**config.mk**
```make
export PLATFORM = sky130hd
export DESIGN_NAME = cv32e40p_x_result_tx
export DESIGN_NICKNAME = d
export VERILOG_FILES = /design/src/rtl/cv32e40p_core_v_xif_pkg.sv /design/src/rtl/cv32e40p_x_result_fifo.sv /design/src/rtl/cv32e40p_x_result_tx.sv
export SDC_FILE = /design/constraint.sdc
export NUM_CORES = 1
export LEC_CHECK = 0
export ABC_AREA = 1
export CORE_UTILIZATION = 45
export CTS_CLUSTER_SIZE = 12
export DETAILED_ROUTE_END_ITERATION = 10
export PLACE_DENSITY = 0.76
export SETUP_SLACK_MARGIN = 0.05
export SLEW_MARGIN = 10
export SYNTH_ARGS = -nofsm -noshare
export SYNTH_HDL_FRONTEND = slang
export SYNTH_HIERARCHICAL = 1
export SYNTH_SLANG_ARGS = --single-unit
export TNS_END_PERCENT = 10
```
**constraint.sdc**
```tcl
create_clock -name clk -period 3.7 [get_ports clk]
set_input_delay 0.555 -clock clk [delete_from_list [all_inputs] [get_ports clk]]
set_output_delay 0.555 -clock clk [all_outputs]
set_load 0.05 [all_outputs]
```
**src/rtl/cv32e40p_core_v_xif_pkg.sv**
```systemverilog
// Shared X-interface types for the coprocessor result path.
// x_result_entry_t is one buffered result: {id, rd, data, we}. The id field is
// sized for the widest supported X-interface ID. Narrower instances use the
// low bits and store zeros above them.
package cv32e40p_core_v_xif_pkg;

  localparam int unsigned X_ID_WIDTH_MAX = 8;

  typedef struct packed {
    logic [X_ID_WIDTH_MAX-1:0] id;
    logic [4:0]                rd;
    logic [31:0]               data;
    logic                      we;
  } x_result_entry_t;

endpackage

```
**src/rtl/cv32e40p_x_result_fifo.sv**
```systemverilog
// Generic in-order FIFO of DEPTH entries, each WIDTH bits wide.
// Ports:
//   clk, rst_n    clock and asynchronous active-low reset
//   push, wdata   write one entry; ignored while full
//   pop           drop the head entry; ignored while empty
//   rdata         the head entry. Its value is undefined while the FIFO is empty.
//   full, empty   occupancy flags
// Pointers are one bit narrower than the count, so they wrap naturally modulo DEPTH.
module cv32e40p_x_result_fifo #(
  parameter int unsigned DEPTH = 4,
  parameter int unsigned WIDTH = 8
) (
  input  logic             clk,
  input  logic             rst_n,
  input  logic             push,
  input  logic [WIDTH-1:0] wdata,
  input  logic             pop,
  output logic [WIDTH-1:0] rdata,
  output logic             full,
  output logic             empty
);

  localparam int unsigned PtrW = $clog2(DEPTH);

  logic [WIDTH-1:0] mem_q [DEPTH];
  logic [PtrW-1:0]  wptr_q, rptr_q;
  logic [PtrW:0]    count_q;
  logic             push_en, pop_en;

  assign full    = (count_q == (PtrW+1)'(DEPTH));
  assign empty   = (count_q == '0);
  assign push_en = push & ~full;
  assign pop_en  = pop & ~empty;
  assign rdata   = mem_q[rptr_q];

  always_ff @(posedge clk or negedge rst_n) begin
    if (!rst_n) begin
      wptr_q  <= '0;
      rptr_q  <= '0;
      count_q <= '0;
    end else begin
      if (push_en) wptr_q <= wptr_q + PtrW'(1);
      if (pop_en)  rptr_q <= rptr_q + PtrW'(1);
      if (push_en && !pop_en)      count_q <= count_q + (PtrW+1)'(1);
      else if (!push_en && pop_en) count_q <= count_q - (PtrW+1)'(1);
    end
  end

  // Storage needs no reset: a slot is always written before the read pointer reaches it.
  always_ff @(posedge clk) begin
    if (push_en) mem_q[wptr_q] <= wdata;
  end

endmodule

```
**src/rtl/cv32e40p_x_result_tx.sv**
```systemverilog
// Buffers coprocessor results and forwards them to the core over the X-interface.
// A result is forwarded only after the core has committed its ID.
// Ports:
//   clk, rst_n                        clock and asynchronous active-low reset
//   res_valid_i/res_ready_o/res_*_i   results arriving from the execution unit
//   x_commit_valid_i/_id_i/_kill_i    commit transactions from the core
//   x_result_valid_o/_ready_i/_*_o    results offered to the core (fields zero when idle)
//   empty_o                           the buffer holds no entries
// The per-ID commit table lives here. A head entry that is committed but killed
// is dropped silently.
module cv32e40p_x_result_tx
  import cv32e40p_core_v_xif_pkg::*;
#(
  parameter int unsigned DEPTH      = 4,
  parameter int unsigned X_ID_WIDTH = 4   // must not exceed X_ID_WIDTH_MAX
) (
  input  logic                  clk,
  input  logic                  rst_n,
  input  logic                  res_valid_i,
  output logic                  res_ready_o,
  input  logic [X_ID_WIDTH-1:0] res_id_i,
  input  logic [4:0]            res_rd_i,
  input  logic [31:0]           res_data_i,
  input  logic                  res_we_i,
  input  logic                  x_commit_valid_i,
  input  logic [X_ID_WIDTH-1:0] x_commit_id_i,
  input  logic                  x_commit_kill_i,
  output logic                  x_result_valid_o,
  input  logic                  x_result_ready_i,
  output logic [X_ID_WIDTH-1:0] x_result_id_o,
  output logic [4:0]            x_result_rd_o,
  output logic [31:0]           x_result_data_o,
  output logic                  x_result_we_o,
  output logic                  empty_o
);

  localparam int unsigned NumIds = 2 ** X_ID_WIDTH;
  localparam int unsigned EntryW = $bits(x_result_entry_t);

  x_result_entry_t       push_entry, head_entry;
  logic [EntryW-1:0]     head_raw;
  logic                  full, empty, push, pop, send, drop;
  logic [X_ID_WIDTH-1:0] head_id;
  logic [NumIds-1:0]     committed_q, committed_d, killed_q, killed_d;

  always_comb begin
    push_entry                     = '0;
    push_entry.id[X_ID_WIDTH-1:0]  = res_id_i;
    push_entry.rd                  = res_rd_i;
    push_entry.data                = res_data_i;
    push_entry.we                  = res_we_i;
  end

  assign res_ready_o = ~full;
  assign push        = res_valid_i & res_ready_o;

  cv32e40p_x_result_fifo #(
    .DEPTH (DEPTH),
    .WIDTH (EntryW)
  ) u_fifo (
    .clk   (clk),
    .rst_n (rst_n),
    .push  (push),
    .wdata (push_entry),
    .pop   (pop),
    .rdata (head_raw),
    .full  (full),
    .empty (empty)
  );

  assign head_entry = x_result_entry_t'(head_raw);
  assign head_id    = head_entry.id[X_ID_WIDTH-1:0];

  if (X_ID_WIDTH < X_ID_WIDTH_MAX) begin : gen_id_hi_unused
    logic unused_id_hi;
    assign unused_id_hi = ^head_entry.id[X_ID_WIDTH_MAX-1:X_ID_WIDTH];
  end

  // Valid and drop depend only on registered state, never on x_result_ready_i.
  assign send = ~empty & committed_q[head_id] & ~killed_q[head_id];
  assign drop = ~empty & committed_q[head_id] & killed_q[head_id];
  assign pop  = (send & x_result_ready_i) | drop;

  // Clear the popped ID first, so that a same-cycle commit of that ID sets it again.
  always_comb begin
    committed_d = committed_q;
    killed_d    = killed_q;
    if (pop) begin
      committed_d[head_id] = 1'b0;
      killed_d[head_id]    = 1'b0;
    end
    if (x_commit_valid_i) begin
      committed_d[x_commit_id_i] = 1'b1;
      killed_d[x_commit_id_i]    = x_commit_kill_i;
    end
  end

  always_ff @(posedge clk or negedge rst_n) begin
    if (!rst_n) begin
      committed_q <= '0;
      killed_q    <= '0;
    end else begin
      committed_q <= committed_d;
      killed_q    <= killed_d;
    end
  end

  // The fields are gated by valid, so they read as zero while nothing is offered.
  assign x_result_valid_o = send;
  assign x_result_id_o    = send ? head_id         : '0;
  assign x_result_rd_o    = send ? head_entry.rd   : '0;
  assign x_result_data_o  = send ? head_entry.data : '0;
  assign x_result_we_o    = send & head_entry.we;
  assign empty_o          = empty;

endmodule

```
==> reports/qor.yml <==
run_status:
  status: "finished clean"
routing:
  drc: 0
  antenna_left: 0
  via_per_inst: 4.812
  vias: 6612
  drt_iter0_drc: 355
  first_pass_iters: 5
  post_drt_wl_per_cell_um: 14.00
  drt-total-wl_um: 19240
critical_path:
  worstReg2RegEnd: "u_fifo/count_q[2]$_DFFE_PN0P_"
  crit_slowest_cell: "dfrtp_1"
  cp.required_ns: 3.14
  path_class: "reg -> out"
  reg2reg_depth: 21
  ff2ff_setup_slack_ns: 0.54
  cp.buffers_inverters: 5
  path_common_cell: "nand2_1"
  critPathTopFamily: "simple AND/OR/NAND/NOR gates"
  start_kind: "register"
  worstReg2RegStart: "u_fifo/rptr_q[0]$_DFFE_PN0P_"
  crit_chain: "inv_4, buf_12, nand2_1, o211ai_1, nand2_2, buf_4, nand2_1, nand2_1, nand2_1, nand2_1, nor2_4, nand2_8, buf_6, nor2_1, buf_12"
  critPathArrivalTime_ns: 2.97
  end_kind: "primary output"
  critPathMaxStageDelay_ns: 0.42
  crit_fanout: 32
cells_and_area:
  layout.nets: 1140
  area_growth_pct: 25.09
  drive_gt1_share_pct: 13.11
  fillers: 1721
grt:
  use_met3_pct: 3.067
  grt_util_met1_pct: 21.48
  grt_max_degree: 103
  antenna_found_initial: 1
  first_global_vias: 6295
  grt_pass1_wl_um: 31160
  busiest_layer: "met2"
  globalRoute.totalOverflow: 0
  met2_usage_pct: 32.77
  grt_usage_pct: 17.88
clocking:
  cts-root-buf: "clkbuf_16"
  clkTransAtPathRegs_ns: 0.06
  h-tree-depth: 1
  numCtsBuffers: 22
  holdBufCountCts: 0
  cts_tree: "done"
  clock_latency_ns: 0.51
  cts_buffer_depth: 3
  clock_sinks: 207
floorplan:
  die-area_um2: 21970
  initial_core_util_pct: 45.78
  row_count: 53
  fp.coreArea_um2: 21020
  fp.dieW_um: 148.2
  die_y_um: 148.2
  boundaryPins: 97
sta:
  max_freq_mhz: 283.9
  whs_ns: 0.1837
  hold_viol: 0
  tns_ns: 0
  fin_crit_sh_pct: 95.21
  skew_ns: 0.01321
  rsz0062_at_grt: "yes"
  period_needed_ns: 3.523
  tightest_slew_ns: 0.9509
  slew_viol_final: 0
  slew_headroom_pct: 36.61
  setup_viol: 0
job:
  maxCapViolations: 0
place:
  dp_hpwl_um: 12470
  io_buffer_count: 96
  place_congestion: 0.8810
yosys:
  syn-num-nets: 1039
  synth_cells: 981
  yosys_warnings: 6
  syn_area_um2: 9623
  avgSynthCellArea_um2: 9.809
min_path:
  min_path_type: "in -> async"
[repair_timing]
| action | in CTS | in global routing |
|---|---|---|
| pin swaps | 0 | 1 |
| buffers inserted | 1 | 3 |
| gates resized for setup | 6 | 30 |
| gates cloned | 1 | 0 |
| endpoints found under the hold margin | 0 | 0 |
| endpoints found under the setup margin | 25 | 35 |
[state kept, by name, summed over array words and instances, names as in the netlist]
name	count
u_fifo/mem_q	168
u_fifo/rptr_q	2
committed_q	16
u_fifo/wptr_q	2
u_fifo/count_q	3
killed_q	16
[through the flow]
step / cell area (um2) / setup WS (ns) / util [%] / instances
5_1_grt: 12040 / 0.02932 / 57.26 / 1374
3_3_place_gp: 11200 / 0.5077 / 53.26 / 1328
3_5_place_dp: 11200 / 0.4382 / 53.26 / 1328
2_1_floorplan: 9623 / 0.5387 / - / 981
4_1_cts: 11930 / 0.02367 / 56.76 / 1370
6_report: 12040 / 0.1771 / 57.26 / 1374
[layout make-up]
cell class	instances	area [um2]	area share (%)
antenna	1	2.502	0.02079
clock buffer	35	609.3	5.062
clock inverter	5	86.33	0.7172
inverter	189	718.2	5.966
multi-input combinational	542	2636	21.90
sequential	207	6022	50.03
tap	275	344.1	2.858
timing repair buffer	119	1612	13.39
timing repair inverter	1	7.507	0.06236
[how the worst max path moves through the flow]
stage,to,start,cells after the start,slack [ns]
after CTS,x_result_rd_o[0],u_fifo/rptr_q[1]$_DFFE_PN0P_,14,0.02
after floorplan,u_fifo/mem_q[0][0]$_DFFE_PP_,u_fifo/count_q[0]$_DFFE_PN0P_,6,0.54
after global routing,x_result_data_o[17],u_fifo/rptr_q[1]$_DFFE_PN0P_,14,0.03
final,x_result_data_o[17],u_fifo/rptr_q[0]$_DFFE_PN0P_,15,0.18
after global placement,x_result_id_o[1],u_fifo/rptr_q[0]$_DFFE_PN0P_,16,0.51
after detailed placement,x_result_rd_o[0],u_fifo/rptr_q[0]$_DFFE_PN0P_,16,0.44
[routing by layer]
metal	vias to the layer above	part of all wire [%]	wire (um)
li1	3329	-	-
met1	3114	42	7994
met2	145	52	9968
met3	24	5.0	963
met4	0	1.6	308
met5	-	0	0
[cell usage in the layout, fill, tap and decap left out, types with 17 or more instances in the layout]
master,n
buf_12,46
nand2_1,312
dfrtp_1,38
inv_1,185
nor2_1,76
clkbuf_16,22
clkdlybuf4s50_1,52
buf_4,17
edfxtp_1,168
o211ai_1,84
nor2_2,23
Power is not shown: default switching activity piles up to over one toggle a cycle in this logic, so the estimate is an artifact.
